--- config.mk ---
export PLATFORM = sky130hd
export DESIGN_NAME = score_round_ctrl
export DESIGN_NICKNAME = d
export VERILOG_FILES = /design/src/rtl/score_round_ctrl.sv
export SDC_FILE = /design/constraint.sdc
export NUM_CORES = 1
export LEC_CHECK = 0
export CAP_MARGIN = 20
export CORE_AREA = 2 2 90 92
export DETAILED_ROUTE_END_ITERATION = 8
export DIE_AREA = 0 0 92 94
export GPL_ROUTABILITY_DRIVEN = 0
export HOLD_SLACK_MARGIN = 0.02
export PLACE_DENSITY_LB_ADDON = 0.2
export SLEW_MARGIN = 20
export SYNTH_ARGS = -nofsm -noshare
export SYNTH_HDL_FRONTEND = slang
export SYNTH_SLANG_ARGS = --single-unit
--- constraint.sdc ---
create_clock -name clock -period 2.08 [get_ports clock]
set_input_delay 0.312 -clock clock [delete_from_list [all_inputs] [get_ports clock]]
set_output_delay 0.312 -clock clock [all_outputs]
set_load 0.02 [all_outputs]
--- src/rtl/score_round_ctrl.sv ---
// score_round_ctrl
// ----------------
// Game-flow controller for a two-player trace game. It watches the collision
// level and the per-player crash flags from the trace renderer, keeps both
// scores and the round number as two-digit BCD, and sequences rounds through
// IDLE -> PLAY -> HOLD -> PLAY ... -> OVER.
//
// Ports
//   clock         pixel clock (40 MHz), all logic on its rising edge
//   reset         asynchronous, active-high; clears all state
//   start         synchronized button level; only its rising edge matters
//   collided      high while a crash is present on screen
//   p1_crashed    player 1 hit something (qualified by collided rising edge)
//   p2_crashed    player 2 hit something (qualified by collided rising edge)
//   freeze        high forces the player direction inputs to zero
//   round_reset   one-cycle pulse: clear traces and respawn players
//   game_over     high in OVER
//   winner        00 none, 01 player 1, 10 player 2 (valid with game_over)
//   p1_score_bcd  {tens, ones}
//   p2_score_bcd  {tens, ones}
//   round_bcd     {tens, ones}, current round number
//   state_o       00 IDLE, 01 PLAY, 10 HOLD, 11 OVER (registered state)
//
// There is no valid/ready handshake on this block: inputs are levels whose
// rising edges are detected internally, and every output is a register.

module score_round_ctrl #(
  parameter int HOLD_CYCLES = 80_000_000,
  parameter int HOLD_W      = 27,
  parameter int WIN_SCORE   = 5
) (
  input  logic       clock,
  input  logic       reset,
  input  logic       start,
  input  logic       collided,
  input  logic       p1_crashed,
  input  logic       p2_crashed,
  output logic       freeze,
  output logic       round_reset,
  output logic       game_over,
  output logic [1:0] winner,
  output logic [7:0] p1_score_bcd,
  output logic [7:0] p2_score_bcd,
  output logic [7:0] round_bcd,
  output logic [1:0] state_o
);

  typedef enum logic [1:0] {
    IDLE = 2'b00,
    PLAY = 2'b01,
    HOLD = 2'b10,
    OVER = 2'b11
  } state_t;

  // Winning score converted to BCD once, so the compare runs on BCD directly.
  localparam logic [3:0] WIN_TENS = 4'(WIN_SCORE / 10);
  localparam logic [3:0] WIN_ONES = 4'(WIN_SCORE % 10);
  localparam logic [7:0] WIN_BCD  = {WIN_TENS, WIN_ONES};

  // Counter runs HOLD_CYCLES-1 down to 0, giving exactly HOLD_CYCLES clocks.
  localparam logic [HOLD_W-1:0] HOLD_LOAD = HOLD_W'(HOLD_CYCLES - 1);

  state_t            state;
  logic              start_q;
  logic              collided_q;
  logic [HOLD_W-1:0] hold_cnt;

  logic       start_rise;
  logic       col_rise;
  logic       p1_point;
  logic       p2_point;
  logic [7:0] p1_next;
  logic [7:0] p2_next;

  // Two-digit BCD increment; 99 wraps to 00.
  function automatic logic [7:0] bcd_inc(input logic [7:0] v);
    logic [3:0] tens;
    logic [3:0] ones;
    tens = v[7:4];
    ones = v[3:0];
    if (ones == 4'd9) begin
      ones = 4'd0;
      if (tens == 4'd9) tens = 4'd0;
      else              tens = tens + 4'd1;
    end else begin
      ones = ones + 4'd1;
    end
    return {tens, ones};
  endfunction

  assign start_rise = start & ~start_q;
  assign col_rise   = collided & ~collided_q;

  // A point goes to the player who did NOT crash; a double crash or a
  // collision with no crash flag is a draw.
  assign p1_point = p2_crashed & ~p1_crashed;
  assign p2_point = p1_crashed & ~p2_crashed;
  assign p1_next  = bcd_inc(p1_score_bcd);
  assign p2_next  = bcd_inc(p2_score_bcd);

  assign state_o = state;

  always_ff @(posedge clock or posedge reset) begin
    if (reset) begin
      state        <= IDLE;
      start_q      <= 1'b0;
      collided_q   <= 1'b0;
      hold_cnt     <= '0;
      freeze       <= 1'b1;
      round_reset  <= 1'b0;
      game_over    <= 1'b0;
      winner       <= 2'b00;
      p1_score_bcd <= 8'h00;
      p2_score_bcd <= 8'h00;
      round_bcd    <= 8'h00;
    end else begin
      start_q     <= start;
      collided_q  <= collided;
      round_reset <= 1'b0;

      case (state)
        IDLE: begin
          if (start_rise) begin
            state       <= PLAY;
            round_bcd   <= 8'h01;
            freeze      <= 1'b0;
            round_reset <= 1'b1;
          end
        end

        PLAY: begin
          // start is deliberately ignored here, even on the same edge.
          if (col_rise) begin
            if (p1_point) p1_score_bcd <= p1_next;
            if (p2_point) p2_score_bcd <= p2_next;
            freeze <= 1'b1;
            if (p1_point && (p1_next == WIN_BCD)) begin
              state     <= OVER;
              game_over <= 1'b1;
              winner    <= 2'b01;
            end else if (p2_point && (p2_next == WIN_BCD)) begin
              state     <= OVER;
              game_over <= 1'b1;
              winner    <= 2'b10;
            end else begin
              state    <= HOLD;
              hold_cnt <= HOLD_LOAD;
            end
          end
        end

        HOLD: begin
          // collided_q keeps tracking here, so a collision level still high
          // on return to PLAY produces no fresh rising edge.
          if (hold_cnt == '0) begin
            state       <= PLAY;
            round_bcd   <= bcd_inc(round_bcd);
            freeze      <= 1'b0;
            round_reset <= 1'b1;
          end else begin
            hold_cnt <= hold_cnt - HOLD_W'(1);
          end
        end

        OVER: begin
          if (start_rise) begin
            state        <= PLAY;
            p1_score_bcd <= 8'h00;
            p2_score_bcd <= 8'h00;
            round_bcd    <= 8'h01;
            game_over    <= 1'b0;
            winner       <= 2'b00;
            freeze       <= 1'b0;
            round_reset  <= 1'b1;
          end
        end

        default: begin
          state  <= IDLE;
          freeze <= 1'b1;
        end
      endcase
    end
  end

endmodule

==> results of run 1 <==
==> layer usage <==
layer | track usage (%) | routed length, um
met5 | 0 | 0
met3 | 2.729 | 475
met2 | 41.42 | 5050
met4 | 9.826 | 152
met1 | 33.96 | 4942
==> critical path: cells and delay by family (launching register included) <==
kind,cells,cell delay (ns)
and+or+nand+nor,2,0.70
AOI/OAI and AO/OA,4,0.61
DFF,1,0.42
buffers and inverters,2,0.29
==> path summary, 6_finish.rpt <==
| path | end | startpoint | depth (start not counted) | slack [ns] |
|---|---|---|---|---|
| max in group asynchronous | freeze | reset | 3 | 1.44 |
| worst min register to register | hold_cnt[13] | hold_cnt[13] | 1 | 0.53 |
| worst max register to register | hold_cnt[4] | p2_score_bcd[3] | 8 | -0.09 |
| worst min-delay path | round_bcd[6] | reset | 3 | 0.34 |
| worst max-delay path | hold_cnt[4] | p2_score_bcd[3] | 8 | -0.09 |
| min in group clock | start_q | start | 1 | 0.46 |
==> cells in the mapped netlist (3+ instances only) <==
cell type | n | area, um2
sky130_fd_sc_hd__o21ai_1 | 4 | 20.02
sky130_fd_sc_hd__a21o_1 | 3 | 22.52
sky130_fd_sc_hd__a31oi_1 | 13 | 81.33
sky130_fd_sc_hd__inv_1 | 23 | 86.33
sky130_fd_sc_hd__nand3_1 | 12 | 60.06
sky130_fd_sc_hd__and3_1 | 3 | 18.77
sky130_fd_sc_hd__nand2_1 | 44 | 165.2
sky130_fd_sc_hd__ha_1 | 9 | 112.6
sky130_fd_sc_hd__nor2_1 | 30 | 112.6
sky130_fd_sc_hd__o31a_1 | 3 | 26.28
sky130_fd_sc_hd__nand4_1 | 4 | 25.02
sky130_fd_sc_hd__o311ai_1 | 3 | 26.28
sky130_fd_sc_hd__a41oi_1 | 6 | 52.55
sky130_fd_sc_hd__a21oi_1 | 17 | 85.08
sky130_fd_sc_hd__nor4_1 | 9 | 56.30
sky130_fd_sc_hd__o41ai_1 | 3 | 26.28
sky130_fd_sc_hd__a41o_1 | 3 | 30.03
sky130_fd_sc_hd__o221ai_1 | 4 | 35.03
sky130_fd_sc_hd__dfrtp_1 | 59 | 1476
sky130_fd_sc_hd__or2_1 | 3 | 18.77
sky130_fd_sc_hd__or3_1 | 7 | 43.79
sky130_fd_sc_hd__a31oi_4 | 7 | 148.9
sky130_fd_sc_hd__clkbuf_1 | 14 | 52.55
sky130_fd_sc_hd__nor3_1 | 17 | 85.08
sky130_fd_sc_hd__nand2b_1 | 10 | 62.56
sky130_fd_sc_hd__nor2b_1 | 7 | 43.79
sky130_fd_sc_hd__a22oi_1 | 5 | 37.54
sky130_fd_sc_hd__o31ai_1 | 10 | 75.07
sky130_fd_sc_hd__o21ai_0 | 35 | 175.2
==> layout by cell type, fill, tap and decap left out, drive strengths merged, types with 8 or more instances in the layout <==
cell           count
dfrtp             59
nand2b            10
nand2             45
buf               92
a21oi             21
o31ai             12
or3                8
a31oi             20
clkdlybuf4s50     36
o21ai             39
nor4              11
nand3             12
nor3              18
clkbuf             9
ha                 9
inv               24
nor2              31
==> kinds of logic (layout without fill, tap and decap cells) <==
family | count (synthesis) | in the layout
compound gates | 138 | 138
xor+xnor | 1 | 1
fa+ha+maj | 9 | 9
buf+inv | 44 | 168
flops | 60 | 60
mux | 4 | 4
simple gates | 171 | 172
==> area by class of cell <==
cell class                 instances  area share, %
clock buffer                       9          2.209
clock inverter                     7          1.785
inverter                          24          1.629
multi-input combinational        324          44.90
sequential                        60          27.03
tap                              102          2.276
timing repair buffer             128          20.17
==> what timing repair did <==
item / in CTS / in global routing
pin swaps: 11 / 9
endpoints found under the setup margin: 35 / 45
setup buffers: 5 / 4
gates cloned: 1 / 1
resized for setup: 27 / 42
==> state kept, by name, indices dropped and copies added, names as in the netlist <==
register	count
p2_score_bcd	8
state_o	2
hold_cnt	27
game_over	1
p1_score_bcd	8
round_bcd	8
round_reset	1
start_q	1
collided_q	1
freeze	1
winner	2
==> through the flow <==
step	worst slack, ns	util (%)
after floorplan	-0.06355	-
after global placement	-0.2853	65.03
after detailed placement	-0.3457	65.03
after CTS	-0.05807	70.76
after global routing	-0.1572	73.70
final	-0.08555	73.70
==> power by group <==
| part | internal [mW] | switching [mW] |
|---|---|---|
| Combinational | 1.89 | 2.19 |
| Clock | 0.680 | 0.528 |
| Sequential | 1.48 | 0.318 |
| Total | 4.05 | 3.04 |
==> run_summary.xml, run 1 <==
<?xml version="1.0" encoding="UTF-8"?>
<metrics>
  <group name="setup_path">
    <metric name="critPathCaptureType" unit="">register</metric>
    <metric name="data_arrival_time_of_the_critical_path" unit="ns">2.37</metric>
    <metric name="worst_endpoint_required_time" unit="ns">2.29</metric>
    <metric name="critical_path_peak_fanout" unit="">16</metric>
    <metric name="critPathLaunchType" unit="">register</metric>
    <metric name="cpPeakStageDelay" unit="ns">0.50</metric>
    <metric name="path_cells" unit="">buf_6, and2b_1, or4b_4, a21oi_4, o31ai_4, buf_12, a31oi_2, a41oi_2</metric>
    <metric name="critPathKind" unit="">reg2reg</metric>
    <metric name="worst_path_max_delay_cell" unit="">sky130_fd_sc_hd__or4b_4</metric>
  </group>
  <group name="clock_tree">
    <metric name="cts_tree" unit="">done</metric>
    <metric name="max_clock_buf_depth" unit="">2</metric>
    <metric name="post_cts_hold_buffer_count" unit="">0</metric>
    <metric name="clkSinkCount" unit="">60</metric>
    <metric name="clock_network_latency_to_the_later_pin_of_the_worst_skew_pair" unit="ns">0.35</metric>
    <metric name="cts.htree.levels" unit="">3</metric>
    <metric name="clk_transition_reported_paths" unit="ns">0.08</metric>
    <metric name="numCtsBuffers" unit="">9</metric>
    <metric name="clock_tree.root_cell" unit="">sky130_fd_sc_hd__clkbuf_8</metric>
  </group>
  <group name="placed_design">
    <metric name="placed_cells" unit="">627</metric>
    <metric name="dpl-instance-area" unit="um2">4947</metric>
    <metric name="place_hpwl" unit="um">7121</metric>
    <metric name="placement.io_buffers" unit="">36</metric>
  </group>
  <group name="logic_synthesis">
    <metric name="net_count_after_synthesis" unit="">442</metric>
    <metric name="area_fraction_in_compound_gates_after_synthesis" unit="%">27.87</metric>
    <metric name="basic_gate_share_of_the_synthesized_area_counting_and_or_nand_and_nor_cells" unit="%">23.83</metric>
    <metric name="synth-edff-count" unit="">0</metric>
    <metric name="ff_latch_count_synth" unit="">60</metric>
    <metric name="post_synth.cell_area_avg" unit="um2">9.125</metric>
    <metric name="synth_seq_area_share" unit="%">38.57</metric>
    <metric name="synth_fa_ha_area_share" unit="%">2.890</metric>
    <metric name="synth_xor_xnor_area_share" unit="%">0.2248</metric>
    <metric name="syn_area" unit="um2">3896</metric>
    <metric name="ys_async_sr_fraction" unit="%">100.0</metric>
    <metric name="synth_cell_types" unit="">71</metric>
    <metric name="synth_top_family_by_area" unit="">compound AO/OA/AOI/OAI gates</metric>
    <metric name="synthesis.yosys.warnings" unit="">0</metric>
    <metric name="multiplexer_share_of_the_synthesized_area" unit="%">1.413</metric>
    <metric name="yosys_most_used_dff" unit="">sky130_fd_sc_hd__dfrtp_1</metric>
    <metric name="postSynthCellCount" unit="">427</metric>
  </group>
  <group name="global_route">
    <metric name="groute.usage.overall" unit="%">25.04</metric>
    <metric name="initial_antenna_violation_count" unit="">0</metric>
    <metric name="first_global_vias" unit="">3717</metric>
    <metric name="globalRoute.totalOverflow" unit="">0</metric>
    <metric name="grt_pass1_wl" unit="um">17240</metric>
    <metric name="grt_max_degree" unit="">61</metric>
  </group>
  <group name="route">
    <metric name="firstDrtPassIters" unit="">5</metric>
    <metric name="drt-wirelength-per-cell" unit="um">16.24</metric>
    <metric name="post-route-drc-count" unit="">0</metric>
    <metric name="avgViaCountPerCell" unit="">5.879</metric>
    <metric name="dr_total_vias" unit="">3845</metric>
    <metric name="drt_iter0_markers" unit="">211</metric>
    <metric name="drt.antenna.violating_nets" unit="">0</metric>
    <metric name="totalWireLength" unit="um">10620</metric>
  </group>
  <group name="timing">
    <metric name="layout_setup_ws" unit="ns">-0.08555</metric>
    <metric name="timing.final.crit_share" unit="%">104.1</metric>
    <metric name="hold_viol" unit="">0</metric>
    <metric name="setup_violations" unit="">26</metric>
    <metric name="highest_clock_frequency_the_design_can_meet" unit="MHz">461.8</metric>
    <metric name="rsz_0062_raised_after_global_routing" unit="">yes</metric>
    <metric name="fin_hold_ws" unit="ns">0.3432</metric>
    <metric name="skew" unit="ns">0.009142</metric>
    <metric name="post-route-min-period" unit="ns">2.166</metric>
    <metric name="worst_slew_pin_slew" unit="ns">0.4761</metric>
    <metric name="fin_setup_tns" unit="ns">-1.264</metric>
    <metric name="tightest_slew_margin_relative_to_the_limit" unit="%">68.02</metric>
    <metric name="slew_viol_final" unit="">0</metric>
  </group>
  <group name="final_layout">
    <metric name="regArea" unit="um2">1515</metric>
    <metric name="area.growth.synth_to_final" unit="%">43.90</metric>
    <metric name="post-route-cell-area" unit="um2">5607</metric>
    <metric name="number_of_cells_in_the_finished_layout_apart_from_fillers" unit="">654</metric>
    <metric name="filler_cell_count" unit="">528</metric>
    <metric name="drive_above_1_share" unit="%">34.78</metric>
    <metric name="area_occupied_by_multi_input_gates" unit="um2">2517</metric>
    <metric name="antenna-diode-count" unit="">0</metric>
    <metric name="nNetsFinal" unit="">562</metric>
  </group>
  <group name="floorplanning">
    <metric name="fp.dieArea" unit="um2">8648</metric>
    <metric name="fp.dieW" unit="um">92</metric>
    <metric name="placement_rows" unit="">32</metric>
    <metric name="die_h" unit="um">94</metric>
    <metric name="start_util" unit="%">51.22</metric>
    <metric name="core" unit="um2">7607</metric>
    <metric name="io_pins" unit="">37</metric>
  </group>
  <group name="job">
    <metric name="number_of_max_capacitance_violations_reported" unit="">0</metric>
  </group>
  <group name="status">
    <metric name="status" unit="">finished, violations left</metric>
    <metric name="failed_checks" unit="">negative setup slack</metric>
  </group>
  <group name="power_and_ir_drop">
    <metric name="total_power" unit="mW">7.088</metric>
    <metric name="max-vdd-ir-drop" unit="V">0.001059</metric>
    <metric name="cellLeakagePower" unit="nW">2.193</metric>
    <metric name="power_density" unit="nW/um2">1264</metric>
  </group>
  <group name="hold_path">
    <metric name="min_path_type" unit="">in2async</metric>
  </group>
</metrics>
No activity file was read; power rests on OpenSTA's default activity.
==> run 2: changes to the inputs <==
Settings changed: ABC_AREA from default to 1.
==> run 2 against run 1 <==
  * The flow now finishes without violations
  * Non-clock buffer count decreased by 71
  * Highest routed layer unchanged
  * Critical endpoint is now hold_cnt[7]
  * Global-route usage decreased by 1.5 points
  * Cell count increased by 13%
  * Largest cell class unchanged
  * Wire length decreased by 5.9%
  * Worst hold slack got worse by 0.050 ns
==> run_summary.xml, run 2 <==
<?xml version="1.0" encoding="UTF-8"?>
<metrics>
  <group name="setup_path">
    <metric name="worst_endpoint_required_time" unit="ns">2.31</metric>
    <metric name="reg2reg_slack" unit="ns">0.12</metric>
    <metric name="critPathLaunchType" unit="">register</metric>
    <metric name="critical_path_peak_fanout" unit="">28</metric>
    <metric name="timing.rr.start" unit="">hold_cnt[0]</metric>
    <metric name="data_arrival_time_of_the_critical_path" unit="ns">2.19</metric>
    <metric name="critPathKind" unit="">reg2reg</metric>
    <metric name="critPathCaptureType" unit="">register</metric>
    <metric name="rr_endpoint" unit="">hold_cnt[7]</metric>
    <metric name="r2r_cells" unit="">10</metric>
  </group>
  <group name="logic_synthesis">
    <metric name="ys_async_sr_fraction" unit="%">100.0</metric>
    <metric name="synth_fa_ha_area_share" unit="%">2.814</metric>
    <metric name="synth_top_family_by_area" unit="">simple AND/OR/NAND/NOR gates</metric>
    <metric name="net_count_after_synthesis" unit="">591</metric>
    <metric name="yosysTopAreaCell" unit="">sky130_fd_sc_hd__dfrtp_1</metric>
    <metric name="yosys_most_used_dff" unit="">sky130_fd_sc_hd__dfrtp_1</metric>
    <metric name="multiplexer_share_of_the_synthesized_area" unit="%">0</metric>
    <metric name="ff_latch_count_synth" unit="">60</metric>
    <metric name="synth_cell_types" unit="">36</metric>
    <metric name="basic_gate_share_of_the_synthesized_area_counting_and_or_nand_and_nor_cells" unit="%">40.84</metric>
    <metric name="netlist.area_leader.share" unit="%">36.90</metric>
    <metric name="synth_seq_area_share" unit="%">37.55</metric>
    <metric name="synthMostInstantiatedCell" unit="">sky130_fd_sc_hd__nand2_1</metric>
    <metric name="synth.cells.most_frequent" unit="">173 x sky130_fd_sc_hd__nand2_1, 81 x sky130_fd_sc_hd__nor2_1, 62 x sky130_fd_sc_hd__inv_1</metric>
    <metric name="syn_area" unit="um2">4001</metric>
    <metric name="synthesis.yosys.warnings" unit="">0</metric>
    <metric name="postSynthCellCount" unit="">576</metric>
    <metric name="post_synth.cell_area_avg" unit="um2">6.947</metric>
    <metric name="synth.top_cells.by_area" unit="">sky130_fd_sc_hd__dfrtp_1 37%, sky130_fd_sc_hd__nand2_1 16%, sky130_fd_sc_hd__nor2_1 7.6%, sky130_fd_sc_hd__inv_1 5.8%, sky130_fd_sc_hd__nand3_1 5.8%</metric>
    <metric name="area_fraction_in_compound_gates_after_synthesis" unit="%">7.974</metric>
    <metric name="synth_xor_xnor_area_share" unit="%">1.970</metric>
    <metric name="synth-edff-count" unit="">0</metric>
  </group>
  <group name="final_layout">
    <metric name="largest_register_ff_count" unit="">27</metric>
    <metric name="nNetsFinal" unit="">650</metric>
    <metric name="area.growth.synth_to_final" unit="%">22.01</metric>
    <metric name="filler_cell_count" unit="">677</metric>
    <metric name="layout.cells.most_common_list" unit="">172 x sky130_fd_sc_hd__nand2_1, 80 x sky130_fd_sc_hd__nor2_1, 61 x sky130_fd_sc_hd__inv_1</metric>
    <metric name="area_occupied_by_multi_input_gates" unit="um2">2223</metric>
    <metric name="regArea" unit="um2">1504</metric>
    <metric name="antenna-diode-count" unit="">0</metric>
    <metric name="top_register" unit="">hold_cnt</metric>
    <metric name="final_common_cell" unit="">sky130_fd_sc_hd__nand2_1</metric>
    <metric name="drive_above_1_share" unit="%">12.34</metric>
  </group>
  <group name="global_route">
    <metric name="initial_antenna_violation_count" unit="">0</metric>
    <metric name="groute.usage.overall" unit="%">23.56</metric>
    <metric name="globalRoute.totalOverflow" unit="">0</metric>
    <metric name="grt_pass1_wl" unit="um">16560</metric>
    <metric name="first_global_vias" unit="">3760</metric>
    <metric name="grt_max_degree" unit="">29</metric>
  </group>
  <group name="power_and_ir_drop">
    <metric name="cellLeakagePower" unit="nW">2.334</metric>
    <metric name="power_density" unit="nW/um2">1499</metric>
    <metric name="max-vdd-ir-drop" unit="V">0.0005367</metric>
  </group>
  <group name="timing">
    <metric name="fin_hold_ws" unit="ns">0.2933</metric>
    <metric name="fin_setup_tns" unit="ns">0</metric>
    <metric name="hold_viol" unit="">0</metric>
    <metric name="highest_clock_frequency_the_design_can_meet" unit="MHz">510.6</metric>
    <metric name="tightest_slew_margin_relative_to_the_limit" unit="%">68.83</metric>
    <metric name="slew_viol_final" unit="">0</metric>
    <metric name="rsz_0062_raised_after_global_routing" unit="">yes</metric>
    <metric name="post-route-min-period" unit="ns">1.959</metric>
    <metric name="setup_violations" unit="">0</metric>
    <metric name="layout_setup_ws" unit="ns">0.1214</metric>
    <metric name="timing.final.crit_share" unit="%">94.16</metric>
    <metric name="worst_slew_pin_slew" unit="ns">0.4669</metric>
    <metric name="skew" unit="ns">0.009283</metric>
  </group>
  <group name="floorplanning">
    <metric name="fp.dieW" unit="um">92</metric>
    <metric name="placement_rows" unit="">32</metric>
    <metric name="fp.dieArea" unit="um2">8648</metric>
    <metric name="core" unit="um2">7607</metric>
    <metric name="io_pins" unit="">37</metric>
    <metric name="start_util" unit="%">52.60</metric>
    <metric name="die_h" unit="um">94</metric>
  </group>
  <group name="status">
    <metric name="status" unit="">finished, final reports clean</metric>
  </group>
  <group name="clock_tree">
    <metric name="clk_transition_reported_paths" unit="ns">0.07</metric>
    <metric name="clock_tree.root_cell" unit="">sky130_fd_sc_hd__clkbuf_8</metric>
    <metric name="cts.htree.levels" unit="">3</metric>
    <metric name="clock_network_latency_to_the_later_pin_of_the_worst_skew_pair" unit="ns">0.35</metric>
    <metric name="clkSinkCount" unit="">60</metric>
    <metric name="max_clock_buf_depth" unit="">2</metric>
    <metric name="numCtsBuffers" unit="">9</metric>
    <metric name="cts_tree" unit="">done</metric>
  </group>
  <group name="route">
    <metric name="drt.antenna.violating_nets" unit="">0</metric>
    <metric name="drt-wirelength-per-cell" unit="um">13.47</metric>
    <metric name="firstDrtPassIters" unit="">4</metric>
    <metric name="drt_iter0_markers" unit="">261</metric>
    <metric name="dr_total_vias" unit="">4066</metric>
    <metric name="avgViaCountPerCell" unit="">5.480</metric>
    <metric name="totalWireLength" unit="um">9995</metric>
    <metric name="post-route-drc-count" unit="">0</metric>
  </group>
  <group name="hold_path">
    <metric name="min_path_type" unit="">in2async</metric>
  </group>
  <group name="job">
    <metric name="number_of_max_capacitance_violations_reported" unit="">0</metric>
  </group>
  <group name="placed_design">
    <metric name="place_hpwl" unit="um">6775</metric>
    <metric name="placement.io_buffers" unit="">36</metric>
    <metric name="pre_cts_slack" unit="ns">0.008711</metric>
  </group>
</metrics>
-- run 2: cell types whose count changed after synthesis, sizes merged, moves of 15 or more --
cell   before  now
nand2      45  182
nor2       31   86
inv        23   67
nand3      12   49
nand4       4   36
a31oi      20    0
o21ai      39   24
-- run 2: power by group --
part           switching (mW)  leakage [nW]  total [mW]  internal, mW
clock network           0.470         0.113        1.17         0.701
registers               0.518         0.755        2.12          1.60
logic                    2.46          1.47        4.02          1.57
-- run 2: final cells by class --
| class | count | share of cell area [%] |
|---|---|---|
| clock buffers | 11 | 2.896 |
| clock inverters | 5 | 1.538 |
| inverters | 69 | 5.331 |
| multi-input cells | 438 | 45.54 |
| flip-flops and latches | 60 | 30.80 |
| well taps | 102 | 2.614 |
| repair buffers | 57 | 11.28 |
-- run 2: per-layer routing --
metal	global-route usage, %	vias up	part of all wire [%]
met5	0	-	0
met3	4.093	17	6.1
met4	7.338	0	1.2
met1	30.59	1902	45
met2	40.32	139	48
li1	-	2008	-
-- run 2: kinds of logic (layout without fill, tap and decap cells) --
family / after synthesis / in the layout
flops: 60 / 60
simple gates: 365 / 368
xor+xnor: 9 / 9
fa+ha+maj: 9 / 9
compound gates: 52 / 52
buf+inv: 81 / 142
-- run 2: per-stage QoR --
stage                     std cells  instance area (um2)  utilization [%]  power, mW
after global routing            742                 4882            64.18      7.932
after floorplan                 576                 4001                -      4.668
final                           742                 4882            64.18      7.317
after global placement          719                 4548            59.79      5.734
after detailed placement        719                 4548            59.79      5.836
after CTS                       735                 4765            62.63      7.033
-- run 2: worst max-delay path by stage --
stage / from / endpoint / slack (ns) / cells after the start
after floorplan: state_o[1] / p2_score_bcd[3] / 0.15 / 11
after global placement: p1_crashed / hold_cnt[19] / 0.07 / 11
after detailed placement: p1_crashed / hold_cnt[25] / 0.009 / 11
after CTS: p2_score_bcd[1] / hold_cnt[4] / 0.11 / 12
after global routing: hold_cnt[18] / state_o[0] / -0.05 / 10
final: hold_cnt[0] / hold_cnt[7] / 0.12 / 10
-- run 2: what timing repair did --
action                                  CTS  global route
endpoints found under the setup margin    0            40
setup buffers                             0             4
resized for setup                         0            11
hold buffers                              0             0
-- run 2: worst max-delay path: stages, from the launching register on --
cell and delay (ns):
sky130_fd_sc_hd__dfrtp_1 0.39, sky130_fd_sc_hd__inv_1 0.11, sky130_fd_sc_hd__ha_1 0.24, sky130_fd_sc_hd__nand2_1 0.11, sky130_fd_sc_hd__nor2_1 0.14, sky130_fd_sc_hd__nand4_1 0.13, sky130_fd_sc_hd__nor2_2 0.16, sky130_fd_sc_hd__nand3_4 0.16
sky130_fd_sc_hd__buf_6 0.23, sky130_fd_sc_hd__nand4_1 0.11, sky130_fd_sc_hd__nand2_1 0.05
==> run 3: changes to the inputs <==
Settings changed: CELL_PAD_IN_SITES_DETAIL_PLACEMENT from default to 1, CELL_PAD_IN_SITES_GLOBAL_PLACEMENT from default to 1, CORE_AREA 2 2 90 92 to 2 2 106 108, DIE_AREA 0 0 92 94 to 0 0 108 110, MAX_ROUTING_LAYER from default to met4.
==> run 3 against run 2 <==
  * Register-to-register slack improved by 0.03 ns
  * Cell count up 5.0%
  * Worst setup slack gained 0.026 ns
  * Fmax increased by 1.3%
  * Wire length rose by 23%
  * Highest routed layer unchanged
==> run_summary.xml, run 3 (synthesis results as in run 2) <==
<?xml version="1.0" encoding="UTF-8"?>
<metrics>
  <group name="global_route">
    <metric name="grt_pass1_wl" unit="um">19920</metric>
    <metric name="grt_max_degree" unit="">28</metric>
    <metric name="groute.usage.overall" unit="%">21.82</metric>
    <metric name="first_global_vias" unit="">4160</metric>
    <metric name="initial_antenna_violation_count" unit="">0</metric>
    <metric name="globalRoute.totalOverflow" unit="">0</metric>
  </group>
  <group name="final_layout">
    <metric name="area.growth.synth_to_final" unit="%">24.45</metric>
    <metric name="final_core_util" unit="%">46.55</metric>
    <metric name="largest_register_ff_count" unit="">27</metric>
    <metric name="regArea" unit="um2">1505</metric>
    <metric name="nNetsFinal" unit="">649</metric>
    <metric name="filler_cell_count" unit="">1404</metric>
    <metric name="drive_above_1_share" unit="%">13.15</metric>
    <metric name="top_register" unit="">hold_cnt</metric>
    <metric name="antenna-diode-count" unit="">0</metric>
    <metric name="area_occupied_by_multi_input_gates" unit="um2">2251</metric>
    <metric name="final_common_cell" unit="">sky130_fd_sc_hd__nand2_1</metric>
    <metric name="layout.cells.most_common_list" unit="">172 x sky130_fd_sc_hd__nand2_1, 77 x sky130_fd_sc_hd__nor2_1, 60 x sky130_fd_sc_hd__inv_1</metric>
    <metric name="number_of_cells_in_the_finished_layout_apart_from_fillers" unit="">779</metric>
  </group>
  <group name="setup_path">
    <metric name="path_cells" unit="">inv_1, ha_2, nand2_1, nor2_1, nand4_1, nor2_2, nand3_4, buf_12, nand4_1, nand2_1</metric>
    <metric name="cpLargestDelayFamily" unit="">simple AND/OR/NAND/NOR gates</metric>
    <metric name="critPathCaptureType" unit="">register</metric>
    <metric name="r2r_cells" unit="">10</metric>
    <metric name="crit_buf_inv" unit="">2</metric>
    <metric name="critPathKind" unit="">reg2reg</metric>
    <metric name="worst_path_max_delay_cell" unit="">sky130_fd_sc_hd__dfrtp_1</metric>
    <metric name="critPathLaunchType" unit="">register</metric>
    <metric name="worst-path-stages" unit="">10</metric>
    <metric name="worst_endpoint_required_time" unit="ns">2.33</metric>
    <metric name="cpPeakStageDelay" unit="ns">0.40</metric>
    <metric name="critical_path_peak_fanout" unit="">20</metric>
    <metric name="data_arrival_time_of_the_critical_path" unit="ns">2.18</metric>
    <metric name="reg2reg_slack" unit="ns">0.15</metric>
  </group>
  <group name="timing">
    <metric name="worst_slew_pin_slew" unit="ns">0.5180</metric>
    <metric name="slew_viol_final" unit="">0</metric>
    <metric name="timing.final.crit_share" unit="%">92.92</metric>
    <metric name="skew" unit="ns">0.01445</metric>
    <metric name="highest_clock_frequency_the_design_can_meet" unit="MHz">517.4</metric>
    <metric name="setup_violations" unit="">0</metric>
    <metric name="tightest_slew_margin_relative_to_the_limit" unit="%">65.42</metric>
    <metric name="rsz_0062_raised_after_global_routing" unit="">yes</metric>
    <metric name="hold_viol" unit="">0</metric>
    <metric name="post-route-min-period" unit="ns">1.933</metric>
  </group>
  <group name="clock_tree">
    <metric name="clkSinkCount" unit="">60</metric>
    <metric name="post-cts-setup-buffer-count" unit="">0</metric>
    <metric name="post_cts_hold_buffer_count" unit="">0</metric>
    <metric name="cts.htree.levels" unit="">3</metric>
    <metric name="clk_transition_reported_paths" unit="ns">0.08</metric>
    <metric name="cts_tree" unit="">done</metric>
    <metric name="clock_tree.root_cell" unit="">sky130_fd_sc_hd__clkbuf_8</metric>
    <metric name="numCtsBuffers" unit="">9</metric>
    <metric name="max_clock_buf_depth" unit="">2</metric>
    <metric name="clock_network_latency_to_the_later_pin_of_the_worst_skew_pair" unit="ns">0.36</metric>
    <metric name="ctsResizeCount" unit="">0</metric>
  </group>
  <group name="route">
    <metric name="drt-wirelength-per-cell" unit="um">15.81</metric>
    <metric name="firstDrtPassIters" unit="">4</metric>
    <metric name="drt_iter0_markers" unit="">209</metric>
    <metric name="drt.antenna.violating_nets" unit="">0</metric>
    <metric name="avgViaCountPerCell" unit="">5.171</metric>
    <metric name="totalWireLength" unit="um">12320</metric>
    <metric name="dr_total_vias" unit="">4028</metric>
    <metric name="post-route-drc-count" unit="">0</metric>
  </group>
  <group name="floorplanning">
    <metric name="placement_rows" unit="">38</metric>
    <metric name="fp.dieW" unit="um">108</metric>
    <metric name="core" unit="um2">10700</metric>
    <metric name="fp.dieArea" unit="um2">11880</metric>
    <metric name="io_pins" unit="">37</metric>
    <metric name="start_util" unit="%">37.40</metric>
    <metric name="die_h" unit="um">110</metric>
  </group>
  <group name="placed_design">
    <metric name="placement.io_buffers" unit="">36</metric>
    <metric name="placed_cells" unit="">759</metric>
    <metric name="place_hpwl" unit="um">8618</metric>
  </group>
  <group name="job">
    <metric name="number_of_max_capacitance_violations_reported" unit="">0</metric>
  </group>
  <group name="power_and_ir_drop">
    <metric name="cellLeakagePower" unit="nW">2.335</metric>
    <metric name="total_power" unit="mW">7.445</metric>
    <metric name="power_density" unit="nW/um2">1495</metric>
    <metric name="max-vdd-ir-drop" unit="V">0.0006731</metric>
  </group>
  <group name="hold_path">
    <metric name="min_path_type" unit="">in2async</metric>
  </group>
  <group name="status">
    <metric name="status" unit="">finished, final reports clean</metric>
  </group>
</metrics>
## run 3: final cells by class
type / count / area share [%]
Multi-Input combinational cell: 438 / 45.20
Sequential cell: 60 / 30.23
Timing Repair Buffer: 56 / 11.93
Inverter: 69 / 5.226
Tap cell: 140 / 3.518
Clock buffer: 11 / 2.839
Clock inverter: 5 / 1.055
## run 3: path summary, 6_finish.rpt
check                             from              end
max in group asynchronous        reset  p2_score_bcd[0]
min                              reset        game_over
max reg2reg                hold_cnt[0]     hold_cnt[16]
max                        hold_cnt[0]     hold_cnt[16]
min in group clock               start          start_q
min reg2reg                  winner[0]        winner[0]
## run 3: report_power, final
group / internal, mW / switching (mW) / leakage, nW
Clock: 0.580 / 0.514 / 0.0991
Combinational: 1.62 / 2.61 / 1.48
Sequential: 1.60 / 0.517 / 0.754
Total: 3.80 / 3.65 / 2.34
## run 3: layer usage
layer  wire, um  track usage (%)  up-vias
met1       5516            26.52     1943
met4        204            5.769        0
met5          0                -        -
met3        427            4.409       18
met2       6168            37.29       63
li1           -                -     2004
## run 3: per-stage QoR
| step | hold WS [ns] | instance area [um2] | worst slack (ns) | TNS [ns] |
|---|---|---|---|---|
| 2_1_floorplan | 0.3434 | 4001 | 0.1503 | 0 |
| 3_3_place_gp | 0.4542 | 4636 | 0.01992 | 0 |
| 5_1_grt | 0.3337 | 4980 | -0.01108 | -0.02453 |
| 6_report | 0.3091 | 4980 | 0.1472 | 0 |
| 3_5_place_dp | 0.4717 | 4636 | -0.03106 | -0.2917 |
| 4_1_cts | 0.3188 | 4830 | 0.01650 | 0 |
==> patch: new RTL, flow settings as in run 1 <==
Register the inputs `start`, `collided`, `p1_crashed` and `p2_crashed` before use. The logic sees them one clock later.
--- a/src/rtl/score_round_ctrl.sv
+++ b/src/rtl/score_round_ctrl.sv
@@ -61,4 +61,16 @@
   localparam logic [HOLD_W-1:0] HOLD_LOAD = HOLD_W'(HOLD_CYCLES - 1);
 
+  logic start_r;
+  logic collided_r;
+  logic p1_crashed_q;
+  logic p2_crashed_q;
+
+  always_ff @(posedge clock) begin
+    start_r      <= start;
+    collided_r   <= collided;
+    p1_crashed_q <= p1_crashed;
+    p2_crashed_q <= p2_crashed;
+  end
+
   state_t            state;
   logic              start_q;
@@ -89,11 +101,11 @@
   endfunction
 
-  assign start_rise = start & ~start_q;
-  assign col_rise   = collided & ~collided_q;
+  assign start_rise = start_r & ~start_q;
+  assign col_rise   = collided_r & ~collided_q;
 
   // A point goes to the player who did NOT crash; a double crash or a
   // collision with no crash flag is a draw.
-  assign p1_point = p2_crashed & ~p1_crashed;
-  assign p2_point = p1_crashed & ~p2_crashed;
+  assign p1_point = p2_crashed_q & ~p1_crashed_q;
+  assign p2_point = p1_crashed_q & ~p2_crashed_q;
   assign p1_next  = bcd_inc(p1_score_bcd);
   assign p2_next  = bcd_inc(p2_score_bcd);
@@ -115,6 +127,6 @@
       round_bcd    <= 8'h00;
     end else begin
-      start_q     <= start;
-      collided_q  <= collided;
+      start_q     <= start_r;
+      collided_q  <= collided_r;
       round_reset <= 1'b0;
 
Check against the original RTL: not equivalent (a bounded check fails within 4 cycles, from zero or initial values and one cycle with reset high).
==> patch against run 1 <==
- the flow still finishes with violations (setup timing)
- synthesized cell count up 0.94%
- largest cell class unchanged
- sequential cell count up 4
- design area down 3.2%
- critical endpoint is now hold_cnt[25]
- non-clock buffer count down 14
- synthesized area up 2.1%
- total power down 6.8%
- clock power down 24%
- worst setup slack better by 0.040 ns
- wire length down 0.71%
==> patch: results (changes against run 1) <==
power_and_ir_drop:
  power_frac_comb: 0.573  # -0.003
  ir_worst_vdd_v: 0.0009867  # -6.8%
  fin_total_pwr_mw: 6.608  # -6.8%
  p_int_mw: 3.745  # -7.6%
  power_clock_uw: 922  # -24%
  leakage_nw: 2.129  # -2.9%
global_routing:
  grt_max_degree: 24  # -61%
  first_global_vias: 3541  # -4.7%
  gr-usage-all-layers: 0.2488  # -0.001561
  grt_pass1_wl_microns: 17220  # -0.16%
routing:
  initialDrtViolationCount: 256  # +21%
  avgRoutedWirePerCell_microns: 16.40  # +0.99%
  viasPerCell: 5.897  # +0.31%
setup_path:
  timing.critical_path.from: "p2_score_bcd[1]"
  reg2reg_depth: 6  # -2
  critPathCapture: "hold_cnt[25]"
  crit_fanout: 7  # -9
clock_tree:
  cts.htree.levels: 3  # unchanged
  ctsResizeCount: 9  # -67%
  cts-root-buf: "clkbuf_8"
  post_cts_buffers: 2  # -3
  path_clk_slew_ns: 0.06  # -0.02 ns
  insertion_delay_ns: 0.34
synth:
  synth-async-reset-ratio: 0.9375  # -0.06250
  syn_nets: 446  # +0.90%
  ys_seq_area_frac: 0.3980  # +0.01237
  syn_area_per_cell_sq_um: 9.226  # +1.1%
  synth_mux_area_frac: 0.01385  # -0.0002846
  synth_cell_types: 72  # +1.4%
  synth_xor_area_frac: 0.002203  # -0.00004527
  synth_fa_ha_area_frac: 0.02832  # -0.0005820
  yosys-top-cells-area: "dfrtp_1, o21ai_0, nand2_1, a31oi_4, ha_1"
  synth_compound_area_frac: 0.2731  # -0.005613
outcome:
  status: "complete, but fails checks"
  violations: "setup timing"
cells_and_area:
  largest_reg_flops: 27  # unchanged
  stdcell_count: 643  # -1.7%
  final_nets: 551  # -2.0%
  layout-drive-gt1-share: 0.2994  # -0.04838
place:
  dp_slack_ns: -0.03312  # +0.3126 ns
  placed_area_sq_um: 4970  # +0.46%
  dp_hpwl_microns: 7260  # +2.0%
  dp.cells: 620  # -1.1%
timing:
  fin_skew_ns: 0.005377  # -0.003765 ns
  finalWorstSetupSlack_ns: -0.04576  # +0.03979 ns
  setup_viol: 12  # -54%
  tns_ns: -0.2166  # +1.047 ns
  slew_headroom: 0.7089  # +0.02879
  hold_ws_ns: 0.2864  # -0.05682 ns
patch: changes by cell type after synthesis, sizes merged:
cell   change
dfxtp      +4
patch: per-layer routing:
layer	track usage	up-vias	share of wire
met4	0.07463	0	0.014
li1	-	1821	-
met5	0	-	0
met1	0.3406	1844	0.45
met3	0.04976	20	0.046
met2	0.4020	107	0.49
patch: kinds of logic (layout without fill, tap and decap cells):
logic type                 after synthesis  after routing
and+or+nand+nor                        171            171
AOI/OAI and AO/OA                      138            138
DFF                                     64             64
buffers and inverters                   44            154
adders and majority gates                9              9
muxes                                    4              4
xor gates and xnor gates                 1              1
patch: area by class of cell:
type,count,area [sq um]
Multi-Input combinational cell,323,2436
Fill cell,576,2181
Timing Repair Buffer,114,1018
Clock buffer,16,160.2
Tap cell,102,127.6
Inverter,24,92.59
Sequential cell,64,1592
patch: critical path: stages (launching register included):
cell      delay, ns
dfrtp_2        0.40
and4bb_4       0.39
mux2i_4        0.27
a21oi_4        0.12
o31ai_4        0.28
nand2_2        0.20
o41ai_2        0.36
